[src/rtl/fifo_wr_arbiter_pkg.sv]
// rtl/fifo_wr_arbiter_pkg.sv - shared types and width helpers for the FIFO write arbiter
package fifo_arb_pkg;

  typedef enum logic {IDLE = 1'b0, GRANT = 1'b1} arb_state_e;

  function automatic int idx_width(input int n);
    return (n > 1) ? $clog2(n) : 1;
  endfunction

  function automatic int cnt_width(input int m);
    return $clog2(m) + 1;
  endfunction

endpackage

[src/rtl/fifo_wr_arbiter_if.sv]
// rtl/fifo_wr_arbiter_if.sv - producer/FIFO write-side bundle; fifo_tag present under FIFO_ARB_TAG_EN
interface fifo_wr_arbiter_if
  import fifo_arb_pkg::*;
#(
  parameter int num_req    = 4,
  parameter int data_width = 8
);
  logic [num_req-1:0]            req_valid;
  logic [num_req*data_width-1:0] req_data;
  logic [num_req-1:0]            req_ready;
  logic                          fifo_full;
  logic                          fifo_wr_ena;
  logic [data_width-1:0]         fifo_data_in;
  logic [num_req-1:0]            grant;
  logic                          busy;

`ifdef FIFO_ARB_TAG_EN
  localparam int tag_width = idx_width(num_req);
  logic [tag_width-1:0]          fifo_tag;

  modport master (
    input  req_valid, req_data, fifo_full,
    output req_ready, fifo_wr_ena, fifo_data_in, grant, busy, fifo_tag
  );
  modport slave (
    output req_valid, req_data, fifo_full,
    input  req_ready, fifo_wr_ena, fifo_data_in, grant, busy, fifo_tag
  );
`else
  modport master (
    input  req_valid, req_data, fifo_full,
    output req_ready, fifo_wr_ena, fifo_data_in, grant, busy
  );
  modport slave (
    output req_valid, req_data, fifo_full,
    input  req_ready, fifo_wr_ena, fifo_data_in, grant, busy
  );
`endif

endinterface

[src/rtl/fifo_wr_arbiter_rr_pick.sv]
// rtl/fifo_wr_arbiter_rr_pick.sv - combinational circular priority picker with exclude mask
module rr_pick
  import fifo_arb_pkg::*;
#(
  parameter int num_req = 4,
  localparam int IW     = idx_width(num_req)
) (
  input  logic [num_req-1:0] req_i,
  input  logic [IW-1:0]      start_i,
  input  logic [num_req-1:0] excl_i,
  output logic [num_req-1:0] pick_o,
  output logic               any_o
);

  logic          found;
  logic [IW-1:0] idx;

  always_comb begin
    pick_o = '0;
    found  = 1'b0;
    idx    = '0;
    for (int k = 0; k < num_req; k++) begin
      idx = IW'((int'(start_i) + k) % num_req);
      if (!found && req_i[idx] && !excl_i[idx]) begin
        pick_o[idx] = 1'b1;
        found       = 1'b1;
      end
    end
    any_o = found;
  end

endmodule

[src/rtl/fifo_wr_arbiter.sv]
// rtl/fifo_wr_arbiter.sv - round-robin bounded-burst arbiter for a FIFO write port; FIFO_ARB_TAG_EN adds fifo_tag
module fifo_wr_arbiter
  import fifo_arb_pkg::*;
#(
  parameter int num_req    = 4,
  parameter int data_width = 8,
  parameter int max_burst  = 4
) (
  input  logic              clk,
  input  logic              rst,
  fifo_wr_arbiter_if.master bus
);

  localparam int IW = idx_width(num_req);
  localparam int CW = cnt_width(max_burst);

  arb_state_e            state_q;
  logic [num_req-1:0]    grant_q;
  logic [IW-1:0]         rr_ptr_q;
  logic [CW-1:0]         burst_cnt_q;
  logic                  busy_q;
  logic [data_width-1:0] data_q;

  logic [IW-1:0]         owner_idx;
  logic [data_width-1:0] owner_data;
  logic                  owner_valid;
  logic                  wr_ena;
  logic                  release_now;
  logic [IW-1:0]         next_ptr;
  logic [IW-1:0]         pick_start;
  logic [num_req-1:0]    pick_excl;
  logic [num_req-1:0]    pick;
  logic                  pick_any;

  always_comb begin
    owner_idx  = '0;
    owner_data = '0;
    for (int i = 0; i < num_req; i++) begin
      if (grant_q[i]) begin
        owner_idx  = IW'(i);
        owner_data = bus.req_data[i*data_width +: data_width];
      end
    end
  end

  assign owner_valid = |(grant_q & bus.req_valid);
  assign wr_ena      = (state_q == GRANT) & owner_valid & ~bus.fifo_full & ~rst;
  assign release_now = (state_q == GRANT) &
                       (~owner_valid | (wr_ena & (burst_cnt_q == CW'(max_burst - 1))));
  assign next_ptr    = (owner_idx == IW'(num_req - 1)) ? '0 : owner_idx + 1'b1;

  // One picker serves both paths: fresh pick from rr_ptr in IDLE, hand-off excluding the owner on release.
  assign pick_start  = (state_q == GRANT) ? next_ptr : rr_ptr_q;
  assign pick_excl   = (state_q == GRANT) ? grant_q  : '0;

  rr_pick #(.num_req(num_req)) u_pick (
    .req_i   (bus.req_valid),
    .start_i (pick_start),
    .excl_i  (pick_excl),
    .pick_o  (pick),
    .any_o   (pick_any)
  );

  assign bus.req_ready    = rst ? '0 : (grant_q & {num_req{~bus.fifo_full}});
  assign bus.fifo_wr_ena  = wr_ena;
  assign bus.fifo_data_in = wr_ena ? owner_data : data_q;
  assign bus.grant        = grant_q;
  assign bus.busy         = busy_q;

`ifdef FIFO_ARB_TAG_EN
  logic [IW-1:0] tag_q;
  assign bus.fifo_tag = wr_ena ? owner_idx : tag_q;

  always_ff @(posedge clk) begin
    if (rst) begin
      tag_q <= '0;
    end else if (wr_ena) begin
      tag_q <= owner_idx;
    end
  end
`endif

  always_ff @(posedge clk) begin
    if (rst) begin
      state_q     <= IDLE;
      grant_q     <= '0;
      rr_ptr_q    <= '0;
      burst_cnt_q <= '0;
      busy_q      <= 1'b0;
      data_q      <= '0;
    end else begin
      if (wr_ena) begin
        data_q <= owner_data;
      end
      case (state_q)
        IDLE: begin
          if (pick_any) begin
            grant_q <= pick;
            busy_q  <= 1'b1;
            state_q <= GRANT;
          end
        end
        GRANT: begin
          if (release_now) begin
            rr_ptr_q    <= next_ptr;
            burst_cnt_q <= '0;
            if (pick_any) begin
              grant_q <= pick;
            end else begin
              grant_q <= '0;
              busy_q  <= 1'b0;
              state_q <= IDLE;
            end
          end else if (wr_ena) begin
            burst_cnt_q <= burst_cnt_q + 1'b1;
          end
        end
      endcase
    end
  end

endmodule

[src/flat_wrapper.sv]
// flat-port wrapper written by rule: the top's interface ports become plain ports
module fifo_wr_arbiter_flat import fifo_arb_pkg::*;
#(
  parameter int num_req    = 4,
  parameter int data_width = 8,
  parameter int max_burst  = 4
)
  (clk, rst, bus_req_valid, bus_req_data, bus_fifo_full, bus_req_ready, bus_fifo_wr_ena, bus_fifo_data_in, bus_grant, bus_busy);
  fifo_wr_arbiter_if #(.num_req(num_req), .data_width(data_width)) bus_i ();
  input  logic clk;
  input  logic rst;
  input wire logic [$bits(bus_i.req_valid)-1:0] bus_req_valid;
  input wire logic [$bits(bus_i.req_data)-1:0] bus_req_data;
  input wire logic [$bits(bus_i.fifo_full)-1:0] bus_fifo_full;
  output wire logic [$bits(bus_i.req_ready)-1:0] bus_req_ready;
  output wire logic [$bits(bus_i.fifo_wr_ena)-1:0] bus_fifo_wr_ena;
  output wire logic [$bits(bus_i.fifo_data_in)-1:0] bus_fifo_data_in;
  output wire logic [$bits(bus_i.grant)-1:0] bus_grant;
  output wire logic [$bits(bus_i.busy)-1:0] bus_busy;
  assign bus_i.req_valid = bus_req_valid;
  assign bus_i.req_data = bus_req_data;
  assign bus_i.fifo_full = bus_fifo_full;
  assign bus_req_ready = bus_i.req_ready;
  assign bus_fifo_wr_ena = bus_i.fifo_wr_ena;
  assign bus_fifo_data_in = bus_i.fifo_data_in;
  assign bus_grant = bus_i.grant;
  assign bus_busy = bus_i.busy;
  fifo_wr_arbiter #(.num_req(num_req), .data_width(data_width), .max_burst(max_burst)) u_core (.clk(clk), .rst(rst), .bus(bus_i));
endmodule
[config.mk]
export PLATFORM = sky130hd
export DESIGN_NAME = fifo_wr_arbiter_flat
export DESIGN_NICKNAME = d
export VERILOG_FILES = /design/src/rtl/fifo_wr_arbiter_pkg.sv /design/src/rtl/fifo_wr_arbiter_if.sv /design/src/rtl/fifo_wr_arbiter_rr_pick.sv /design/src/rtl/fifo_wr_arbiter.sv /design/src/flat_wrapper.sv
export SDC_FILE = /design/constraint.sdc
export NUM_CORES = 1
export LEC_CHECK = 0
export CAP_MARGIN = 10
export CORE_UTILIZATION = 42
export CTS_BUF_LIST = sky130_fd_sc_hd__clkbuf_4 sky130_fd_sc_hd__clkbuf_8
export CTS_CLUSTER_DIAMETER = 200
export CTS_CLUSTER_SIZE = 30
export DETAILED_ROUTE_END_ITERATION = 12
export PLACE_DENSITY = 0.82
export SYNTH_ARGS = -nofsm -noshare
export SYNTH_HDL_FRONTEND = slang
export SYNTH_SLANG_ARGS = --single-unit
[constraint.sdc]
create_clock -name clk -period 3.4 [get_ports clk]
set_clock_uncertainty 0.05 [all_clocks]
set_input_delay 0.51 -clock clk [delete_from_list [all_inputs] [get_ports clk]]
set_output_delay 0.51 -clock clk [all_outputs]
set_load 0.02 [all_outputs]
# ---- Yosys cells after proc, flatten, opt, wreduce, memory -nomap -nowiden
# Cells that the tools add are included.
dict set report word_totals {
  reg_bits 19
  latchBits 0
  ram_bits 0
  rom_bits 0
  in_bits 39
  mem_count 0
}
dict set report op_classes {
  n_addsub 5
  mul 0
  n_div 0
  n_lt_le_gt_ge 8
  eq_ne 5
  n_shift 0
  muxes 57
  bitwise 15
  n_reduce_logical 24
}
# op n
set op_table {}
lappend op_table {{$mux 8} 5}
lappend op_table {{$mux 4} 9}
lappend op_table {{$mux 1} 22}
lappend op_table {{$bmux 1 s2} 8}
lappend op_table {{$lt 2x3->1 const B} 4}
lappend op_table {{$or 4x4->4} 3}
lappend op_table {{$logic_and 1x1->1} 11}
lappend op_table {{$and 4x4->4} 2}
lappend op_table {{$demux 1 s2} 4}
lappend op_table {{$ge 2x1->1 const B} 4}
lappend op_table {{$mux 2} 4}
lappend op_table {{$pmux 4 s2} 1}
lappend op_table {{$logic_not 1->1} 7}
lappend op_table {{$mux 3} 2}
lappend op_table {{$reduce_and 2->1} 3}
lappend op_table {{$and 1x1->1} 5}
lappend op_table {{$add 2x1->2 const B} 2}
lappend op_table {{$add 2x2->2 const B} 2}
lappend op_table {{$ne 2x2->1 const B} 2}
lappend op_table {{$not 1->1} 4}
lappend op_table {{$pmux 1 s2} 2}
lappend op_table {{$reduce_or 4->1} 1}
lappend op_table {{$add 3x1->3 const B} 1}
lappend op_table {{$eq 3x2->1 const B} 1}
lappend op_table {{other kinds (5)} 5}

# ---- Logic depth before layout (Yosys ltp)
# Gate-level depths: netlist (run 1).
dict set report depth {
  word_depth 26
  ltp_mapped 11
  ltp_nobuf 8
}

# ---- Hierarchy
# A second synthesis (run 1) with hierarchy kept.
dict set report unflattened {
  hier_cells 194
  hier_area_um2 1699.1
}
# module n_inst cells_per_inst area_each_um2 seq_area_each_um2
set by_module_without_submodules {}
lappend by_module_without_submodules {fifo_wr_arbiter 1 147 1267.5 380.4}
lappend by_module_without_submodules {rr_pick 1 47 431.7 0.0}

# ---- Least setup slack after synthesis (run 1)
# Ideal clock, no wire load.
dict set report synth_path {
  kind {reg2reg}
  start {reg u_core.grant_q[3] (netlist: u_core.bus.grant[3])}
  end {reg u_core.grant_q[3] (netlist: u_core.bus.grant[3])}
  setup_ns 0.137
  arrival_time_ns 2.308
  setup_slack_ns 0.905
  path_stages_with_launch 10
  n_path_buf 2
  synth_period_minus_slack_ns 2.495
  cell_sequence {dfxtp_1 clkbuf_1 o21ba_2 mux2i_1 ha_1 clkbuf_1 nand3_1 o21ai_0 a311oi_1 o221ai_1}
}
dict set report synth_between {
  elab_chain_len 24
  elab_cells_between_ends 86
  cone_classes {4 x add/sub; 8 x order compare; 3 x eq/ne; 40 x mux; 11 x bitwise; 20 x reduce/logical}
}
# item line_no
set synth_lines {}
lappend synth_lines {{from (decl)} fifo_wr_arbiter.sv:18} ;# logic [num_req-1:0] grant_q;
lappend synth_lines {{from (signal assigned)} fifo_wr_arbiter.sv:98} ;# grant_q <= pick;
lappend synth_lines {{from (signal assigned)} fifo_wr_arbiter.sv:108} ;# grant_q <= pick;
lappend synth_lines {{branches (longest 24 deep; another with $lt 2x3->1)} n/a}
# Parallel ways; which one is timed is not known. The select of a mux whose other input is x is not followed.
# A chain may end at the register's enable or synchronous reset.

# ---- Final worst setup path (run 1)
dict set report layout_path {
  start {in bus_req_valid[1]}
  end {out bus_fifo_data_in[6]}
}
dict set report layout_between {
  elab_chain_len 6
}
# item line_no
set layout_lines {}
lappend layout_lines {{from (decl)} flat_wrapper.sv:12} ;# input wire logic [$bits(bus_i.req_valid)-1:0] bus_req_valid;
lappend layout_lines {{$and 4x4->4} fifo_wr_arbiter.sv:46} ;# assign owner_valid = |(grant_q & bus.req_valid);
lappend layout_lines {{$reduce_or 4->1} fifo_wr_arbiter.sv:46}
lappend layout_lines {{$and 1x1->1 (3 in a row)} fifo_wr_arbiter.sv:47} ;# assign wr_ena = (state_q == GRANT) & owner_valid & ~bus.fifo_full & ~rst;
lappend layout_lines {{$mux 8} fifo_wr_arbiter.sv:66} ;# assign bus.fifo_data_in = wr_ena ? owner_data : data_q;
lappend layout_lines {{to (decl)} flat_wrapper.sv:17} ;# output wire logic [$bits(bus_i.fifo_data_in)-1:0] bus_fifo_data_in;
# Every way passes these cells.

==> impl_metrics.csv, run 1 <==
group,metric,value,unit
logic_synthesis,synth_top_family_by_area,"compound AO/OA/AOI/OAI gates",
setup_path,startpoint_type,"input pin",
die,initial_utilization,0.436,
setup_path,critPathKind,"input pin to primary output",
final_layout,finalNonFillerCells,311,
logic_synthesis,synth-compound-area-share,0.322,
drt,via_per_inst,5.78,
timing,tightest_slew,0.681,ns
placement,numPlacedInstances,307,
logic_synthesis,synth_area_leaders,"dfxtp_1 (24%), ha_1 (7.1%), mux2i_1 (5.0%)",
cts,clk_latency,0.26,ns
cts,cts_made_buffers,3,
timing,rsz0062_at_grt,"false",
drt,vias,1797,
die,rows,22,
timing,finalSetupTns,0,ns
die,dieArea,4050,sq um
setup_path,worstPathArrival,2.69,ns
logic_synthesis,synth-simple-area-share,0.242,
cts,cts_sinks,19,
run,max_cap_violations,0,
logic_synthesis,synth_area,1600,sq um
logic_synthesis,async_reset_ff_frac,0,
grt,grt_pass1_vias,1627,
logic_synthesis,synthTopCellsByCount,"dfxtp_1 (19), nor2_1 (18), a21oi_1 (15)",
timing,drv_slew,0,
timing,max_freq,308,MHz
drt,post_drt_wl_per_cell,15.6,um
cts,htreeDepth,1,
timing,min_period,3.25,ns
logic_synthesis,synth_fa_ha_area_frac,0.0706,
timing,report.final.hold_viol_count,0,
logic_synthesis,yosys_warnings,0,
drt,route.detailed.drc,0,
final_layout,nets,312,
cts,post-cts-setup-buffers,0,
timing,hold_ws,0.456,ns
setup_path,path_max_fanout,18,
logic_synthesis,yosysMostFrequentCell,"dfxtp_1",
final_layout,syn_to_final_growth,41.7,%
logic_synthesis,synth_top_area_cell,"dfxtp_1",
cts,cts.clk_slew.worst_paths,0.07,ns
drt,topRoutingLayerUsed,"met4",
placement,place.gp.congestion,0.896,
die,ios,57,
drt,wl_met1,2290,um
drt,dr.pass1.iters,4,
cts,hold_buffers,0,
placement,port_buffers,56,
placement,hpwl,3590,um
timing,max_slew_margin,0.546,
cts,cts_tree,"yes",
grt,track_usage,0.240,
grt,antenna_found_initial,0,
die,chipWidth,63.6,um
logic_synthesis,synth.area.mux_share,0.0596,
setup_path,cp-end-kind,"primary output",
cts,ctsLongestPathBuffers,2,
power,ir_drop,0.000413,V
final_layout,drive_gt1_frac,0.0684,
cts,ctsResizeCount,0,
logic_synthesis,netlist_instances,209,
grt,grt-ovfl-total,0,
die,core_area,3660,sq um
outcome,status,"completed",
logic_synthesis,synth_xor_area_frac,0,
power,power_density,583,nW/um^2
logic_synthesis,synth-seq-cells,19,
logic_synthesis,synth_edf_count,0,
die,die_y,63.6,um
logic_synthesis,synth_cell_types,43,
logic_synthesis,synth_area_per_cell,7.63,sq um
timing,period_share,0.955,
drt,wl_met2,2210,um
logic_synthesis,synth_nets,257,
setup_path,cp.required,2.84,ns
drt,wl,4850,um
timing,setup_violations,0,
drt,met3WireLength,323,um
cts,cts_root_buffer,"clkbuf_8",
grt,grt_pass1_wl,7730,um
final_layout,n_antenna_cell,0,
logic_synthesis,ys.flop_type,"dfxtp_1",
drt,first_iter_violations,147,
grt,grt_max_degree,23,
logic_synthesis,synth_top_area_frac,0.238,
logic_synthesis,seq_area_frac_synth,0.238,
drt,ant_nets,0,
power,leakage,0.000853,uW
min_path,hold_path_class,"flop to flop",
cell type report:
cell class	count	area, sq um
Inverter	10	37.5
Tap cell	48	60.1
Fill cell	333	1400
Clock buffer	3	41.3
Clock inverter	1	5.00
Multi-Input combinational cell	165	1110
Timing Repair Buffer	65	631
Sequential cell	19	380
final timing paths:
path,start,end,slack [ns],cells past startpoint
max,bus_req_valid[1],bus_fifo_data_in[6],0.15,8
min,u_core.burst_cnt_q[2],u_core.burst_cnt_q[2],0.46,2
max reg2reg,u_core.bus.grant[2],u_core.bus.grant[0],0.70,8
min reg2reg,u_core.burst_cnt_q[2],u_core.burst_cnt_q[2],0.46,2
state kept, by name, summed over array words and instances, names as in the netlist:
name / count
u_core.bus.busy: 1
u_core.rr_ptr_q: 2
u_core.bus.grant: 4
u_core.state_q: 1
u_core.burst_cnt_q: 3
u_core.data_q: 8
cells in the final DEF, fill, tap and decap left out, drive strengths merged, types with 3 or more instances in the layout:
cell and instances:
a221oi 9, clkdlybuf4s50 55, mux2i 8, ha 9
clkbuf 3, o2111ai 4, nor3 14, nand2 12
nand3b 4, buf 9, inv 9, o221ai 9
a21oi 15, a311oi 4, nor2 18, o21ai 14
dfxtp 19, nand3 7, nor2b 12
worst max-delay path: stages:
cell	delay, ns
clkdlybuf4s50_1	0.48
a22o_1	0.27
a221o_1	0.30
nand3_1	0.09
buf_4	0.22
nand2_1	0.07
o21ai_0	0.10
clkdlybuf4s50_1	0.64
cell families after synthesis:
logic type,after synthesis
flops,19
simple gates,75
compound gates,72
buf+inv,25
fa+ha+maj,9
mux,9
metrics by stage:
step	utilization	cell area, sq um	worst slack [ns]	power (uW)
CTS	0.617	2260	0.152	1310
detailed placement	0.604	2210	0.160	1150
floorplan	-	1600	0.905	905
global placement	0.604	2210	0.220	1150
finish	0.618	2260	0.152	1320
global route	0.618	2260	0.0147	1420
where the power goes:
part           switching [uW]  internal [uW]  total [uW]
combinational             458            381         839
sequential               65.6            255         320
clock                    78.0           81.5         159
total                     602            717        1320
layer usage:
| metal | vias to the layer above | GRT usage |
|---|---|---|
| met5 | - | 0 |
| met4 | 0 | 0.0398 |
| met3 | 4 | 0.0453 |
| met2 | 67 | 0.384 |
| met1 | 829 | 0.334 |
| li1 | 897 | - |
No activity file was read; power rests on OpenSTA's default activity.
==> inputs of run 2 (changes only) <==
--- a/config.mk
+++ b/config.mk
@@ -11,7 +11,7 @@
 export CTS_CLUSTER_DIAMETER = 200
 export CTS_CLUSTER_SIZE = 30
 export DETAILED_ROUTE_END_ITERATION = 12
-export PLACE_DENSITY = 0.82
+export PLACE_DENSITY = 0.85
 export SYNTH_ARGS = -nofsm -noshare
 export SYNTH_HDL_FRONTEND = slang
 export SYNTH_SLANG_ARGS = --single-unit
==> constraint.sdc (replaced) <==
create_clock -name clk -period 2.8 [get_ports clk]
set_clock_uncertainty 0.05 [all_clocks]
set_input_delay 0.42 -clock clk [delete_from_list [all_inputs] [get_ports clk]]
set_output_delay 0.42 -clock clk [all_outputs]
set_load 0.02 [all_outputs]
==> run 2 against run 1 <==
Register-to-register slack got worse by 0.49 ns. Non-clock buffer count increased by 9. Clock power grew 26%. Routed wire length is 1.4% higher. Die area did not move. Combinational power is 30% higher. Core utilization increased by 1.4 points. Power rose by 24%. Setup slack worse by 0.038 ns.
==> impl_metrics.csv, run 2 (same netlist as run 1, synthesis figures left out) <==
group,metric,value,unit
outcome,status,"completed",
placement,place.gp.congestion,0.956,
final_layout,fin_area,2310,sq um
timing,max_slew_margin,0.554,
cts,htreeDepth,1,
setup_path,path_max_fanout,12,
die,dieArea,4050,sq um
timing,rsz0062_at_grt,"false",
timing,period_share,0.959,
timing,report.final.hold_viol_count,0,
timing,drv_slew,0,
placement,hpwl,3710,um
timing,finalSetupTns,0,ns
die,core_area,3660,sq um
final_layout,largest_reg_flops,8,
final_layout,final_cell_mix,"clkdlybuf4s50_1 (47), dfxtp_1 (19), nor2_1 (18), buf_4 (18), a21oi_1 (15)",
run,max_cap_violations,0,
cts,post-cts-setup-buffers,0,
min_path,hold_path_class,"flop to flop",
final_layout,nets,321,
cts,cts.clk_slew.worst_paths,0.07,ns
setup_path,cp-end-kind,"primary output",
final_layout,top_register,"u_core.data_q",
timing,min_period,2.69,ns
final_layout,fillers,319,
grt,grt_pass1_wl,7900,um
cts,cts_made_buffers,3,
die,rows,22,
die,initial_utilization,0.436,
cts,clk_latency,0.26,ns
cts,cts_tree,"yes",
final_layout,post-route-util,0.631,
drt,wl,4920,um
placement,port_buffers,56,
setup_path,cp.required,2.33,ns
grt,grt_max_degree,23,
drt,route.detailed.drc,0,
drt,post_drt_wl_per_cell,15.4,um
setup_path,startpoint_type,"input pin",
drt,via_per_inst,5.95,
final_layout,drive_gt1_frac,0.110,
grt,antenna_found_initial,0,
die,ios,57,
timing,setup_violations,0,
drt,dr.pass1.iters,4,
die,chipWidth,63.6,um
power,ir_drop,0.000336,V
timing,max_freq,372,MHz
setup_path,critPathKind,"input pin to primary output",
setup_path,worstPathArrival,2.22,ns
cts,ctsLongestPathBuffers,2,
power,power_density,708,nW/um^2
cts,cts_sinks,19,
final_layout,syn_to_final_growth,44.9,%
final_layout,n_antenna_cell,0,
grt,grt_pass1_vias,1717,
grt,track_usage,0.245,
drt,vias,1903,
die,die_y,63.6,um
grt,grt-ovfl-total,0,
power,leakage,0.000914,uW
timing,hold_ws,0.443,ns
drt,ant_nets,0,
timing,tightest_slew,0.669,ns
power,p_total,1640,uW
final_layout,final_common_cell,"clkdlybuf4s50_1",
drt,first_iter_violations,104,
placement,place_area,2280,sq um
cts,cts_root_buffer,"clkbuf_8",
[run 2: cell types whose count changed in the layout (fill, tap and decap cells not counted)]
cell             before  now
buf_4                 9   18
clkdlybuf4s50_1      55   47
clkbuf_2              0    3
clkdlybuf4s15_1       0    3
dlygate4sd2_1         0    2
[run 2: path summary, 6_finish.rpt]
kind | from | endpoint | slack, ns | depth (start not counted)
hold / removal | u_core.burst_cnt_q[2] | u_core.burst_cnt_q[2] | 0.44 | 2
setup reg to reg | u_core.bus.grant[1] | u_core.bus.grant[0] | 0.21 | 8
hold reg to reg | u_core.burst_cnt_q[2] | u_core.burst_cnt_q[2] | 0.44 | 2
setup / recovery | bus_req_valid[1] | bus_fifo_data_in[0] | 0.11 | 8
[run 2: repair_timing]
| action | CTS | global route |
|---|---|---|
| setup endpoints to repair | 8 | 7 |
| hold buffers | 0 | 0 |
| resized for setup | 8 | 13 |
| endpoints found under the hold margin | 0 | 0 |
| pin swaps | 0 | 0 |
[run 2: layout make-up]
type	instances	area (sq um)	share of cell area
Sequential cell	19	380	0.165
Clock buffer	3	41.3	0.0179
Tap cell	48	60.1	0.0260
Clock inverter	1	5.00	0.00217
Multi-Input combinational cell	165	1110	0.479
Timing Repair Buffer	74	681	0.295
Inverter	10	37.5	0.0162
[run 2: critical path, cell delays in order]
cell             delay (ns)
clkdlybuf4s50_1        0.42
a22o_1                 0.25
a221o_1                0.31
nand3_1                0.13
buf_4                  0.19
nand2_1                0.06
o21ai_0                0.10
clkdlybuf4s15_1        0.34
[run 2: metal layers]
layer	global-route usage	wire length, um
met5	0	0
met4	0.0739	101
met3	0.0471	453
met2	0.402	2230
met1	0.320	2140
[run 2: power breakdown]
group | internal (uW) | switching [uW] | total [uW]
Clock | 99.2 | 101 | 200
Sequential | 309 | 37.8 | 347
Combinational | 476 | 612 | 1090
Total | 885 | 750 | 1640
[run 2: metrics by stage]
step                      std cells  setup WS (ns)
after floorplan                 209          0.305
after global placement          316         -0.133
after detailed placement        316         -0.175
after CTS                       320         0.0675
after global routing            320       0.000161
final                           320          0.114
==> inputs of run 3 (changes only) <==
--- a/config.mk
+++ b/config.mk
@@ -5,6 +5,7 @@
 export SDC_FILE = /design/constraint.sdc
 export NUM_CORES = 1
 export LEC_CHECK = 0
+export ABC_AREA = 1
 export CAP_MARGIN = 10
 export CORE_UTILIZATION = 42
 export CTS_BUF_LIST = sky130_fd_sc_hd__clkbuf_4 sky130_fd_sc_hd__clkbuf_8
==> run 3 against run 2 <==
Core utilization increased by 3.4 points. Routed wire length decreased by 5.6%. Critical path type unchanged. Count of clock-buffer cells in the layout unchanged. Setup slack improved by 0.077 ns. Highest routed layer unchanged. Power increased by 30%. Final cell count increased by 9.4%.
==> impl_metrics.csv, run 3 <==
group,metric,value,unit
setup_path,cpPeakStageDelay,0.61,ns
setup_path,cp_common_cell,"clkdlybuf4s50_1",
timing,max_freq,383,MHz
placement,port_buffers,56,
setup_path,cp.required,2.33,ns
power,power_density,920,nW/um^2
final_layout,final_cell_mix,"nand2_1 (51), clkdlybuf4s50_1 (48), nand3_1 (36), a21oi_1 (26), dfxtp_1 (19)",
timing,rsz0062_at_grt,"false",
final_layout,post-route-util,0.665,
cts,cts_tree,"yes",
cts,cts.clk_slew.worst_paths,0.07,ns
drt,post_drt_wl_per_cell,13.3,um
logic_synthesis,synth-seq-cells,19,
grt,track_usage,0.239,
logic_synthesis,synth_edf_count,0,
final_layout,fillers,305,
die,dieArea,3990,sq um
cts,cts_root_buffer,"clkbuf_8",
logic_synthesis,seq_area_frac_synth,0.242,
logic_synthesis,yosys_warnings,0,
power,ir_drop,0.000390,V
grt,antenna_found_initial,0,
placement,place_area,2270,sq um
power,leakage,0.00105,uW
timing,period_share,0.932,
setup_path,timing.rr.end,"u_core.bus.grant[1]",
logic_synthesis,netlist_instances,234,
die,rows,21,
logic_synthesis,synth_area_leaders,"dfxtp_1 (24%), nand2_1 (12%), nand3_1 (11%)",
drt,first_iter_violations,174,
setup_path,worstPathArrival,2.14,ns
logic_synthesis,synth_cell_types,28,
timing,setup_violations,0,
setup_path,critPathKind,"input pin to primary output",
final_layout,top_register,"u_core.data_q",
timing,report.final.hold_viol_count,0,
final_layout,drive_gt1_frac,0.164,
final_layout,nets,353,
logic_synthesis,synth_area_per_cell,6.71,sq um
die,initial_utilization,0.453,
final_layout,largest_reg_flops,8,
cts,clk_latency,0.25,ns
final_layout,fin_area,2310,sq um
die,ios,57,
die,chipWidth,63.1,um
grt,grt_pass1_wl,7750,um
drt,wl,4640,um
drt,vias,1900,
setup_path,path_max_fanout,8,
setup_path,rrSetupSlack,0.33,ns
die,core_area,3470,sq um
timing,tightest_slew,0.339,ns
timing,drv_slew,0,
setup_path,cp-end-kind,"primary output",
cts,hold_buffers,0,
cts,cts_made_buffers,3,
placement,numPlacedInstances,346,
drt,dr.pass1.iters,5,
logic_synthesis,async_reset_ff_frac,0,
logic_synthesis,synth_top_area_frac,0.242,
die,die_y,63.1,um
drt,ant_nets,0,
run,max_cap_violations,0,
setup_path,startpoint,"bus_req_valid[1]",
min_path,hold_path_class,"flop to flop",
drt,route.detailed.drc,0,
cts,htreeDepth,1,
timing,max_slew_margin,0.771,
logic_synthesis,synth_nets,282,
logic_synthesis,synthTopCellsByCount,"nand2_1 (51), nand3_1 (36), a21oi_1 (26)",
min_path,hold_end,"u_core.burst_cnt_q[2]",
final_layout,final_common_cell,"nand2_1",
timing,hold_ws,0.413,ns
timing,min_period,2.61,ns
setup_path,ff2ff_path_depth,13,
outcome,status,"completed",
setup_path,critPathSlowestCell,"clkdlybuf4s50_1",
final_layout,finalNonFillerCells,350,
grt,grt_pass1_vias,1793,
power,p_total,2120,uW
min_path,min_path_cells,2,
drt,via_per_inst,5.43,
final_layout,n_antenna_cell,0,
final_layout,syn_to_final_growth,46.9,%
placement,place.gp.congestion,0.893,
min_path,hold_path_startpoint,"u_core.burst_cnt_q[2]",
setup_path,rr_startpoint,"u_core.bus.grant[1]",
setup_path,path_cells,"clkdlybuf4s50_1 > inv_1 > o22ai_1 > nor2_2 > nor3_4 > buf_4 > clkdlybuf4s50_1",
grt,grt-ovfl-total,0,
logic_synthesis,synth_area,1570,sq um
logic_synthesis,ys.flop_type,"dfxtp_1",
placement,hpwl,3570,um
cts,cts_sinks,19,
setup_path,startpoint_type,"input pin",
logic_synthesis,yosysMostFrequentCell,"nand2_1",
cts,ctsLongestPathBuffers,2,
logic_synthesis,synth_top_area_cell,"dfxtp_1",
grt,grt_max_degree,19,
## run 3: worst max-delay path by stage
| stage | to | slack (ns) |
|---|---|---|
| finish | bus_fifo_wr_ena | 0.19 |
| global route | bus_fifo_data_in[1] | 0.03 |
| CTS | bus_fifo_data_in[4] | 0.006 |
| detailed placement | bus_fifo_data_in[0] | -0.10 |
| global placement | bus_fifo_data_in[0] | -0.08 |
| floorplan | bus_fifo_data_in[2] | 0.59 |
## run 3: layer usage
layer / track usage / part of all wire
met3: 0.0362 / 0.051
met5: 0 / 0
met2: 0.402 / 0.48
met4: 0.0698 / 0.017
met1: 0.312 / 0.45
## run 3: report_power, final
| group | switching (uW) | internal [uW] | leakage, uW | total [uW] |
|---|---|---|---|---|
| Clock | 87.5 | 98.8 | 0.0000255 | 186 |
| Sequential | 31.4 | 319 | 0.000155 | 350 |
| Combinational | 1040 | 545 | 0.000873 | 1580 |
| Total | 1160 | 963 | 0.00105 | 2120 |
## run 3: final cells by class
cell class | count | area [sq um] | area share
Multi-Input combinational cell | 182 | 1040 | 0.450
Inverter | 25 | 96.3 | 0.0418
Clock buffer | 3 | 41.3 | 0.0179
Tap cell | 46 | 57.6 | 0.0250
Sequential cell | 19 | 380 | 0.165
Clock inverter | 1 | 5.00 | 0.00217
Timing Repair Buffer | 74 | 687 | 0.298
## run 3: critical path, delay by kind of cell
kind	cells	cell delay, ns
AO/OA/AOI/OAI	1	0.18
buffers and inverters	4	1.31
AND/OR/NAND/NOR	2	0.23
## run 3: logic make-up (layout without fill, tap and decap cells)
group,after synthesis,after routing,synth area share
simple gates,124,124,0.409
compound gates,49,49,0.179
buf+inv,33,103,0.0980
flops,19,19,0.242
fa+ha+maj,9,9,0.0717
## run 3: timing repair
action                     4_1_cts  5_1_grt
buffers inserted                 0        0
setup endpoints to repair        7        5
resized for setup                7        7
## run 3: through the flow
step                setup WS (ns)  setup TNS (ns)
finish                      0.191               0
global route               0.0251               0
CTS                       0.00597               0
detailed placement         -0.104          -0.353
global placement          -0.0781          -0.204
floorplan                   0.585               0
